### src/rtl/ascon_ctrl_fsm_if.sv
// Handshake and datapath-control bundle between the ASCON control FSM and its
// data source / permutation datapath.
interface ascon_ctrl_fsm_if;
  logic        start_i;
  logic        data_valid_i;
  logic [63:0] data_i;
  logic        data_ready_o;
  logic [63:0] data_o;
  logic        select_o;
  logic [3:0]  round_o;
  logic        enable_o;
  logic [1:0]  etat_o;
  logic [1:0]  etat_down_o;
  logic        cipher_valid_o;
  logic        tag_valid_o;
  logic        busy_o;
  logic        end_o;

  modport master (
    output start_i, data_valid_i, data_i,
    input  data_ready_o, data_o, select_o, round_o, enable_o, etat_o,
           etat_down_o, cipher_valid_o, tag_valid_o, busy_o, end_o
  );

  modport slave (
    input  start_i, data_valid_i, data_i,
    output data_ready_o, data_o, select_o, round_o, enable_o, etat_o,
           etat_down_o, cipher_valid_o, tag_valid_o, busy_o, end_o
  );
endinterface

### src/rtl/ascon_ctrl_fsm.sv
// Sequences one ASCON-128 encryption (init, AD, PT, final) over the permutation
// datapath; data blocks are captured on valid/ready and held until the next one.
module ascon_ctrl_fsm #(
  parameter int ROUNDS_A = 12,
  parameter int ROUNDS_B = 6,
  parameter int NB_AD    = 1,
  parameter int NB_PT    = 4
) (
  input  logic           clock_i,
  input  logic           resetb_i,
  ascon_ctrl_fsm_if.slave bus
);

  localparam int NB_MAX = (NB_AD > NB_PT) ? NB_AD : NB_PT;
  localparam int BW     = $clog2(NB_MAX + 1);

  localparam logic [3:0]    RND_A0   = 4'(12 - ROUNDS_A);
  localparam logic [3:0]    RND_B0   = 4'(12 - ROUNDS_B);
  localparam logic [3:0]    RND_LAST = 4'd11;
  localparam logic [BW-1:0] AD_LAST  = BW'(NB_AD);
  localparam logic [BW-1:0] PT_LAST  = BW'(NB_PT - 1);

  typedef enum logic [2:0] {
    S_IDLE, S_INIT, S_WAIT_AD, S_AD, S_WAIT_PT, S_PT, S_FINAL, S_DONE
  } state_t;

  state_t        state, state_nxt;
  logic [3:0]    rnd;
  logic [BW-1:0] ad_cnt, pt_cnt;
  logic [63:0]   data_q;

  logic       rdy, en, sel, cv, tv, endp, hs, last_rnd;
  logic [3:0] rnd_out;
  logic [1:0] et, etd;

  assign hs       = bus.data_valid_i && rdy;
  assign last_rnd = (rnd == RND_LAST);

  always_ff @(posedge clock_i or negedge resetb_i) begin
    if (!resetb_i) state <= S_IDLE;
    else           state <= state_nxt;
  end

  // Round counter is preloaded at each handshake so the next permutation
  // starts at the right constant without a dead cycle.
  always_ff @(posedge clock_i or negedge resetb_i) begin
    if (!resetb_i) begin
      rnd    <= 4'd0;
      ad_cnt <= '0;
      pt_cnt <= '0;
      data_q <= 64'd0;
    end else begin
      case (state)
        S_IDLE: if (bus.start_i) begin
          rnd    <= RND_A0;
          ad_cnt <= '0;
          pt_cnt <= '0;
        end
        S_INIT, S_AD, S_PT, S_FINAL: rnd <= last_rnd ? 4'd0 : rnd + 4'd1;
        S_WAIT_AD: if (hs) begin
          rnd    <= RND_B0;
          ad_cnt <= ad_cnt + BW'(1);
          data_q <= bus.data_i;
        end
        S_WAIT_PT: if (hs) begin
          rnd    <= (pt_cnt == PT_LAST) ? RND_A0 : RND_B0;
          pt_cnt <= pt_cnt + BW'(1);
          data_q <= bus.data_i;
        end
        default: ;
      endcase
    end
  end

  always_comb begin
    state_nxt = state;
    case (state)
      S_IDLE:    if (bus.start_i) state_nxt = S_INIT;
      S_INIT:    if (last_rnd) state_nxt = S_WAIT_AD;
      S_WAIT_AD: if (hs) state_nxt = S_AD;
      S_AD:      if (last_rnd) state_nxt = (ad_cnt == AD_LAST) ? S_WAIT_PT : S_WAIT_AD;
      S_WAIT_PT: if (hs) state_nxt = (pt_cnt == PT_LAST) ? S_FINAL : S_PT;
      S_PT:      if (last_rnd) state_nxt = S_WAIT_PT;
      S_FINAL:   if (last_rnd) state_nxt = S_DONE;
      S_DONE:    state_nxt = S_IDLE;
      default:   state_nxt = S_IDLE;
    endcase
  end

  always_comb begin
    rdy     = 1'b0;
    en      = 1'b0;
    sel     = 1'b0;
    cv      = 1'b0;
    tv      = 1'b0;
    endp    = 1'b0;
    et      = 2'b00;
    etd     = 2'b00;
    rnd_out = 4'd0;
    case (state)
      S_INIT: begin
        en      = 1'b1;
        rnd_out = rnd;
        sel     = (rnd == RND_A0);
        etd     = last_rnd ? 2'b01 : 2'b00;
      end
      S_WAIT_AD, S_WAIT_PT: rdy = 1'b1;
      S_AD: begin
        en      = 1'b1;
        rnd_out = rnd;
        et      = (rnd == RND_B0) ? 2'b01 : 2'b00;
        etd     = (last_rnd && ad_cnt == AD_LAST) ? 2'b10 : 2'b00;
      end
      S_PT: begin
        en      = 1'b1;
        rnd_out = rnd;
        et      = (rnd == RND_B0) ? 2'b01 : 2'b00;
        cv      = (rnd == RND_B0);
      end
      S_FINAL: begin
        en      = 1'b1;
        rnd_out = rnd;
        et      = (rnd == RND_A0) ? 2'b11 : 2'b00;
        cv      = (rnd == RND_A0);
        etd     = last_rnd ? 2'b01 : 2'b00;
      end
      S_DONE: begin
        tv   = 1'b1;
        endp = 1'b1;
      end
      default: ;
    endcase
  end

  assign bus.data_ready_o   = rdy;
  assign bus.data_o         = data_q;
  assign bus.select_o       = sel;
  assign bus.round_o        = rnd_out;
  assign bus.enable_o       = en;
  assign bus.etat_o         = et;
  assign bus.etat_down_o    = etd;
  assign bus.cipher_valid_o = cv;
  assign bus.tag_valid_o    = tv;
  assign bus.busy_o         = (state != S_IDLE);
  assign bus.end_o          = endp;

endmodule

### src/flat_wrapper.sv
// flat-port wrapper written by rule: the top's interface ports become plain ports
module ascon_ctrl_fsm_flat 
#(
  parameter int ROUNDS_A = 12,
  parameter int ROUNDS_B = 6,
  parameter int NB_AD    = 1,
  parameter int NB_PT    = 4
)
  (clock_i, resetb_i, bus_start_i, bus_data_valid_i, bus_data_i, bus_data_ready_o, bus_data_o, bus_select_o, bus_round_o, bus_enable_o, bus_etat_o, bus_etat_down_o, bus_cipher_valid_o, bus_tag_valid_o, bus_busy_o, bus_end_o);
  ascon_ctrl_fsm_if bus_i ();
  input  logic clock_i;
  input  logic resetb_i;
  input wire logic [$bits(bus_i.start_i)-1:0] bus_start_i;
  input wire logic [$bits(bus_i.data_valid_i)-1:0] bus_data_valid_i;
  input wire logic [$bits(bus_i.data_i)-1:0] bus_data_i;
  output wire logic [$bits(bus_i.data_ready_o)-1:0] bus_data_ready_o;
  output wire logic [$bits(bus_i.data_o)-1:0] bus_data_o;
  output wire logic [$bits(bus_i.select_o)-1:0] bus_select_o;
  output wire logic [$bits(bus_i.round_o)-1:0] bus_round_o;
  output wire logic [$bits(bus_i.enable_o)-1:0] bus_enable_o;
  output wire logic [$bits(bus_i.etat_o)-1:0] bus_etat_o;
  output wire logic [$bits(bus_i.etat_down_o)-1:0] bus_etat_down_o;
  output wire logic [$bits(bus_i.cipher_valid_o)-1:0] bus_cipher_valid_o;
  output wire logic [$bits(bus_i.tag_valid_o)-1:0] bus_tag_valid_o;
  output wire logic [$bits(bus_i.busy_o)-1:0] bus_busy_o;
  output wire logic [$bits(bus_i.end_o)-1:0] bus_end_o;
  assign bus_i.start_i = bus_start_i;
  assign bus_i.data_valid_i = bus_data_valid_i;
  assign bus_i.data_i = bus_data_i;
  assign bus_data_ready_o = bus_i.data_ready_o;
  assign bus_data_o = bus_i.data_o;
  assign bus_select_o = bus_i.select_o;
  assign bus_round_o = bus_i.round_o;
  assign bus_enable_o = bus_i.enable_o;
  assign bus_etat_o = bus_i.etat_o;
  assign bus_etat_down_o = bus_i.etat_down_o;
  assign bus_cipher_valid_o = bus_i.cipher_valid_o;
  assign bus_tag_valid_o = bus_i.tag_valid_o;
  assign bus_busy_o = bus_i.busy_o;
  assign bus_end_o = bus_i.end_o;
  ascon_ctrl_fsm #(.ROUNDS_A(ROUNDS_A), .ROUNDS_B(ROUNDS_B), .NB_AD(NB_AD), .NB_PT(NB_PT)) u_core (.clock_i(clock_i), .resetb_i(resetb_i), .bus(bus_i));
endmodule
### config.mk
export PLATFORM = sky130hd
export DESIGN_NAME = ascon_ctrl_fsm_flat
export DESIGN_NICKNAME = d
export VERILOG_FILES = /design/src/rtl/ascon_ctrl_fsm_if.sv /design/src/rtl/ascon_ctrl_fsm.sv /design/src/flat_wrapper.sv
export SDC_FILE = /design/constraint.sdc
export NUM_CORES = 1
export LEC_CHECK = 0
export ABC_AREA = 1
export BUFFER_PORTS_ARGS = -buffer_cell sky130_fd_sc_hd__buf_4
export CORE_UTILIZATION = 35
export DETAILED_ROUTE_END_ITERATION = 8
export GPL_ROUTABILITY_DRIVEN = 1
export HOLD_SLACK_MARGIN = 0.03
export PLACE_DENSITY = 0.58
export SLEW_MARGIN = 20
export SYNTH_ARGS = -nofsm -noshare
export SYNTH_HDL_FRONTEND = slang
export SYNTH_SLANG_ARGS = --single-unit
export TNS_END_PERCENT = 30
### constraint.sdc
create_clock -name clock_i -period 2.8 [get_ports clock_i]
set_input_delay 0.42 -clock clock_i [delete_from_list [all_inputs] [get_ports clock_i]]
set_output_delay 0.42 -clock clock_i [all_outputs]
set_load 0.02 [all_outputs]
==> results of run 1 <==
## power by group through the flow
stage	Combinational [mW]	Clock, mW	Sequential, mW
after floorplan	1.42	0	2.42
after global placement	2.97	0	1.97
after detailed placement	3.00	0	1.97
after CTS	3.00	0.949	1.95
after global routing	3.29	0.992	2.02
final	2.97	0.912	1.95
## state kept, by name, summed over array words and instances, names as in the netlist
name,flops
u_core.ad_cnt,3
u_core.bus.data_o,64
u_core.pt_cnt,3
u_core.rnd,4
u_core.state,3
## stage by stage
stage | std cells | hold slack (ps) | utilization, % | power [mW] | area, µm²
5_1_grt | 701 | 49.99 | 50.39 | 6.307 | 4971
3_5_place_dp | 684 | 459.9 | 47.93 | 4.969 | 4728
4_1_cts | 700 | 280.8 | 50.11 | 5.907 | 4943
3_3_place_gp | 684 | 455.3 | 47.93 | 4.938 | 4728
2_1_floorplan | 426 | 124.4 | - | 3.837 | 3581
6_report | 701 | 31.01 | 50.39 | 5.833 | 4971
## metal layers
layer,track usage (%),vias to the layer above
li1,-,1616
met1,23.45,1514
met2,28.10,102
met3,2.712,8
met4,5.634,0
met5,0,-
## final timing paths
check / from / end / slack (ps) / depth (start not counted)
min in group clock_i: bus_data_i[56] / u_core.bus.data_o[56] / 310 / 3
worst min register to register: u_core.bus.data_o[36] / u_core.bus.data_o[36] / 470 / 2
worst max register to register: u_core.state[2] / u_core.bus.data_o[0] / 520 / 6
worst min-delay path: resetb_i / u_core.bus.data_o[29] / 30 / 1
max in group asynchronous: resetb_i / u_core.bus.data_o[44] / 2190 / 2
worst max-delay path: u_core.state[2] / bus_data_ready_o / 380 / 3
## cells in the mapped netlist
library cell	n
inv_1	21
ha_1	7
a21oi_1	1
clkbuf_1	4
buf_6	6
nand3b_1	1
xor2_1	1
nand2_2	2
buf_2	12
nand3_1	67
inv_2	3
buf_4	2
o311ai_0	1
o21ai_0	9
nand3_2	11
dfrtp_1	77
xnor2_1	1
nor2_4	1
o22ai_1	1
nor3_1	1
or2_2	2
nand4_1	2
nand2_1	177
nor2_1	15
o21ai_2	1
## kinds of logic after synthesis
family	share of synthesized area, %
and+or+nand+nor	34.28
DFF	53.81
buffers and inverters	6.918
AOI/OAI and AO/OA	2.061
adders and majority gates	2.446
xor gates and xnor gates	0.4893
## layout make-up
type	instances	area [µm²]	area share (%)
clock buffers	11	131.4	2.643
clock inverters	5	83.83	1.686
inverters	24	90.09	1.812
multi-input cells	301	1414	28.44
flip-flops and latches	77	1927	38.76
well taps	133	166.4	3.348
repair buffers	150	1159	23.31
==> results_tabular.tex, run 1 <==
\begin{tabular}{lr}
\hline
Metric & Value \\
\hline
\multicolumn{2}{l}{\textbf{Clocking}} \\
CTS buffer count & 9 \\
Root buf cell & clkbuf\_8 \\
Clock H-tree levels & 3 \\
CTS sink cnt & 77 \\
Clock slew seen by the registers of the worst setup and hold paths & 80 ps \\
Number of buffers inserted for hold repair after clock tree synthesis & 0 \\
Post-CTS setup-driven buffer insertion count & 0 \\
Worst-Skew Late Latency & approximately 340 ps \\
Maximum buffer depth of the clock tree & 2 \\
CTS tree & done \\
Post-cts resize count & 0 \\
\multicolumn{2}{l}{\textbf{Global route}} \\
Largest net degree at the start of global routing & 78 \\
Number of antenna violations at the first check in global routing & 0 \\
Total grt overflow & 0 \\
Wire length of the first global-routing pass & 14.19 mm \\
Number of global-route vias before repair & 2895 \\
Global-route usage over all layers & 17.23\% \\
\multicolumn{2}{l}{\textbf{Setup path}} \\
Endpoint class of the critical path & output port \\
Delay of the slowest critical-path stage & slightly below 700 ps \\
Nature of the critical path startpoint & flip-flop \\
Cells along the critical path & inv\_2 > o21ai\_4 > buf\_4 \\
CP top delay family & compound AO/OA/AOI/OAI gates \\
Maximum fanout along the worst path & 26 \\
Library cell contributing the largest single delay on the critical path & o21ai\_4 \\
Path type of the worst setup path & flip-flop to output port \\
Critical Path RT & 2380 ps \\
Arrival time of the worst setup path & around 2000 ps \\
Count of buffer and inverter cells on the critical path & 2 \\
\multicolumn{2}{l}{\textbf{Pwr}} \\
Pleak & between 2 and 3 nW \\
Register share of total power & 33.5\% \\
Largest vdd supply drop & approximately 0.49 mV \\
Cell area power density & between 1000 and 1500 nW/µm² \\
Pint & 3.248 mW \\
Relative contribution of the clock network to total power & 15.6\% \\
Switching pwr & 2.585 mW \\
Switching Fraction & between 40\% and 50\% \\
Combinational group share of total power & 50.9\% \\
\multicolumn{2}{l}{\textbf{Logic synthesis}} \\
Instance count of the mapped netlist & 426 \\
Per-instance average area after synthesis & 8.406 µm² \\
Syn Nets & approximately 500 \\
Syn. warnings & 0 \\
Share of Yosys cell area claimed by the top area cell type & 53.81\% \\
Summed instance area of the synthesized netlist & 3581 µm² \\
Part of the Yosys area used for sequential elements & 53.81\% \\
Post-synthesis cell type count & 25 \\
Cell type with the largest total area after synthesis & dfrtp\_1 \\
Dominant cells by area after synthesis & dfrtp\_1, nand2\_1, nand3\_1, nand3\_2, ha\_1 \\
Register bit total from synthesis & 77 \\
\multicolumn{2}{l}{\textbf{STA}} \\
Part of the cycle the worst path needs & 86.54\% \\
Final number of setup-violating endpoints & 0 \\
Transition time at the pin with the least slew margin & $\sim$800 ps \\
Headroom to the max-slew limit & a little under half \\
Post-route clock skew & 11.99 ps \\
Unrepaired setup endpoints after global routing & false \\
Accumulated negative setup slack & 0 ps \\
Final-report max-slew violation count & 0 \\
Highest Clock Rate & $\sim$410 MHz \\
Final count of hold timing violations & 0 \\
Min cycle time layout & 2423 ps \\
Worst setup slack after layout & roughly 380 ps \\
\multicolumn{2}{l}{\textbf{Cells and area}} \\
Ratio of cells with drive above 1 in the final layout & 32.39\% \\
Top library cells by usage in the layout, fill and taps aside & nand2\_1, buf\_4, dfrtp\_1 \\
Most common cell after layout, fill and taps aside & nand2\_1 \\
NumNets Final & 638 \\
Diodes inserted & 0 \\
Layout Area Growth over Synthesis & 38.82\% \\
Layout filler cell count & $\sim$940 \\
\multicolumn{2}{l}{\textbf{Floorplan}} \\
Die height & 103.2 µm \\
Top Ports & approximately 150 \\
Std-Cell Core Area & between 9000 and 10000 µm² \\
Rows & 36 \\
Horizontal die dimension & $\sim$100 µm \\
Starting Density & a little over a third \\
Die Outline Area & about 11000 µm² \\
\multicolumn{2}{l}{\textbf{Routing}} \\
Residual DRC & 0 \\
Detailed-route via count & roughly 3200 \\
Initial drt markers & 195 \\
Number of nets with antenna violations after detailed routing & 0 \\
Top Layer Used & met4 \\
Via density per instance & between 4 and 5 \\
Total Wirelength & roughly 9.2 mm \\
Wire length on met3 & between 400 and 500 µm \\
DRT Pass-1 Iters & 5 \\
Met2 WL & approximately 4.4 mm \\
Detailed-route wire length per cell & about 13 µm \\
Metal1 wirelength & 4.219 mm \\
\multicolumn{2}{l}{\textbf{Place}} \\
Final HPWL DP & around 6.3 mm \\
Global placer's final weighted congestion & between 0.8 and 0.9 \\
Quantity of I/O buffers inserted on ports & $\sim$150 \\
Post-Place Setup Slack & 524.7 ps \\
\multicolumn{2}{l}{\textbf{Flow run}} \\
Number of max-capacitance violations reported & 0 \\
\multicolumn{2}{l}{\textbf{Min path}} \\
Worst hold-check path type & input port to async pin \\
\multicolumn{2}{l}{\textbf{Run status}} \\
Result of the run & finished, final reports clean \\
\hline
\end{tabular}
Note: power is estimated with default switching activity, not from simulation.
==> run 2, diff against run 1 <==
CAP_MARGIN = 5   (was default)
CORE_MARGIN = 1.5   (was default)
CTS_BUF_LIST = sky130_fd_sc_hd__clkbuf_8   (was default)
==> run 2 against run 1 <==
Via count increased by 0.19%; worst setup slack improved by 230 ps; sequential cell count unchanged; highest routed layer unchanged; core utilization decreased by 0.24 points; first-iteration DRC count increased by 3.1%.
==> results_tabular.tex, run 2 (synthesis gave the netlist of run 1 again) <==
\begin{tabular}{lr}
\hline
Metric & Value \\
\hline
\multicolumn{2}{l}{\textbf{Place}} \\
Quantity of I/O buffers inserted on ports & 146 \\
Global placer's final weighted congestion & 0.8827 \\
Final HPWL DP & between 6 and 7 mm \\
\multicolumn{2}{l}{\textbf{Global route}} \\
GR met2 Demand/Resource & 24.98\% \\
Met1 Usage GRT & 24.40\% \\
Wire length of the first global-routing pass & 14.99 mm \\
Total grt overflow & 0 \\
Largest net degree at the start of global routing & a little under 80 \\
Met3 track demand over resource in global routing & 3.383\% \\
Number of antenna violations at the first check in global routing & 0 \\
Number of global-route vias before repair & 2911 \\
Most utilized layer in the global route result & met2 \\
Global-route usage over all layers & between 10\% and 20\% \\
\multicolumn{2}{l}{\textbf{Run status}} \\
Result of the run & finished, final reports clean \\
\multicolumn{2}{l}{\textbf{Routing}} \\
Initial drt markers & roughly 200 \\
Via density per instance & roughly 4.6 \\
Number of nets with antenna violations after detailed routing & 0 \\
Residual DRC & 0 \\
DRT Pass-1 Iters & 4 \\
Detailed-route via count & between 3000 and 4000 \\
Total Wirelength & between 9 and 10 mm \\
Detailed-route wire length per cell & 13.03 µm \\
\multicolumn{2}{l}{\textbf{Floorplan}} \\
Top Ports & 147 \\
Die Outline Area & around 11000 µm² \\
Horizontal die dimension & approximately 100 µm \\
Starting Density & 36.30\% \\
Rows & 36 \\
Die height & $\sim$100 µm \\
Std-Cell Core Area & 9864 µm² \\
\multicolumn{2}{l}{\textbf{STA}} \\
Accumulated negative setup slack & 0 ps \\
Headroom to the max-slew limit & a little under three fifths \\
Highest Clock Rate & approximately 460 MHz \\
Final-report max-slew violation count & 0 \\
Final count of hold timing violations & 0 \\
Unrepaired setup endpoints after global routing & false \\
Final Hold Slack & roughly 23 ps \\
Part of the cycle the worst path needs & 78.46\% \\
Transition time at the pin with the least slew margin & roughly 660 ps \\
Final number of setup-violating endpoints & 0 \\
Post-route clock skew & approximately 19 ps \\
Min cycle time layout & between 2000 and 2500 ps \\
\multicolumn{2}{l}{\textbf{Cells and area}} \\
Diodes inserted & 0 \\
Ratio of cells with drive above 1 in the final layout & roughly a third \\
Final Core Density & around 50\% \\
Most common cell after layout, fill and taps aside & nand2\_1 \\
Layout Area Growth over Synthesis & 38.16\% \\
Top library cells by usage in the layout, fill and taps aside & nand2\_1, buf\_4, dfrtp\_1 \\
NumNets Final & 638 \\
Flip-flop count of the largest register after layout & 64 \\
\multicolumn{2}{l}{\textbf{Pwr}} \\
Switching Fraction & around 44\% \\
Pint & around 3.2 mW \\
Switching pwr & roughly 2.6 mW \\
Cell area power density & 1172 nW/µm² \\
Relative contribution of the clock network to total power & between 15 and 20\% \\
Largest vdd supply drop & about 0.45 mV \\
Register share of total power & approximately a third \\
Pleak & 2.768 nW \\
Combinational group share of total power & roughly half \\
Total Power & around 5.8 mW \\
\multicolumn{2}{l}{\textbf{Clocking}} \\
Maximum buffer depth of the clock tree & 2 \\
CTS sink cnt & a little under 80 \\
Root buf cell & clkbuf\_8 \\
Number of buffers inserted for hold repair after clock tree synthesis & 0 \\
CTS buffer count & 9 \\
Clock slew seen by the registers of the worst setup and hold paths & approximately 90 ps \\
CTS tree & done \\
Clock H-tree levels & 3 \\
Post-cts resize count & 0 \\
Post-CTS setup-driven buffer insertion count & 0 \\
Worst-Skew Late Latency & about 340 ps \\
\multicolumn{2}{l}{\textbf{Setup path}} \\
Path type of the worst setup path & flip-flop to output port \\
Maximum fanout along the worst path & 4 \\
Endpoint class of the critical path & output port \\
Critical Path RT & roughly 2400 ps \\
Nature of the critical path startpoint & flip-flop \\
Arrival time of the worst setup path & between 1500 and 2000 ps \\
\multicolumn{2}{l}{\textbf{Min path}} \\
Worst hold-check path type & input port to async pin \\
\multicolumn{2}{l}{\textbf{Flow run}} \\
Number of max-capacitance violations reported & 0 \\
\hline
\end{tabular}
-- run 2: changes by cell type in the layout (fill, tap and decap cells not counted), sizes merged --
| cell | change |
|---|---|
| clkinv | +3 |
| clkinvlp | -2 |
| clkbuf | -2 |
-- run 2: worst max-delay path: stages (launching register included) --
cell and delay [ps]:
dfrtp_1 410, inv_1 120, ha_1 160, nand3_1 100, or2_2 330, o311ai_0 120
buf_4 210
-- run 2: cell type report --
class                      count  area [µm²]
tap                          133       166.4
timing repair buffer         150        1139
inverter                      24       90.09
sequential                    77        1927
clock buffer                   9       123.9
fill                         984        4917
multi-input combinational    301        1414
clock inverter                 6       87.58
-- run 2: power by group through the flow --
stage / clock [mW] / sequential [mW] / combinational [mW]
after floorplan: 0 / 2.42 / 1.42
after global placement: 0 / 1.94 / 2.96
after detailed placement: 0 / 1.96 / 2.99
after CTS: 0.943 / 1.94 / 2.99
after global routing: 0.993 / 2.01 / 3.26
final: 0.912 / 1.94 / 2.95
-- run 2: routing by layer --
layer	up-vias	wire length [µm]
met3	18	524
met5	-	0
met1	1485	4141
met2	114	4215
met4	0	242
li1	1629	-
-- run 2: through the flow --
stage               area (µm²)  instances  setup WS, ps
CTS                       4927        699         570.1
detailed placement        4716        684         848.2
global route              4947        700         498.4
global placement          4716        684         881.5
finish                    4947        700         603.0
floorplan                 3581        426         835.0
-- run 2: path summary, 6_finish.rpt --
kind,start,end,slack (ps),depth (start not counted)
min in group clock_i,bus_data_i[61],u_core.bus.data_o[61],300,3
max,u_core.rnd[0],bus_etat_o[0],600,6
min,resetb_i,u_core.bus.data_o[23],20,1
max in group asynchronous,resetb_i,u_core.bus.data_o[48],2170,2
min reg2reg,u_core.bus.data_o[20],u_core.bus.data_o[20],470,2
max reg2reg,u_core.state[2],u_core.bus.data_o[62],840,5
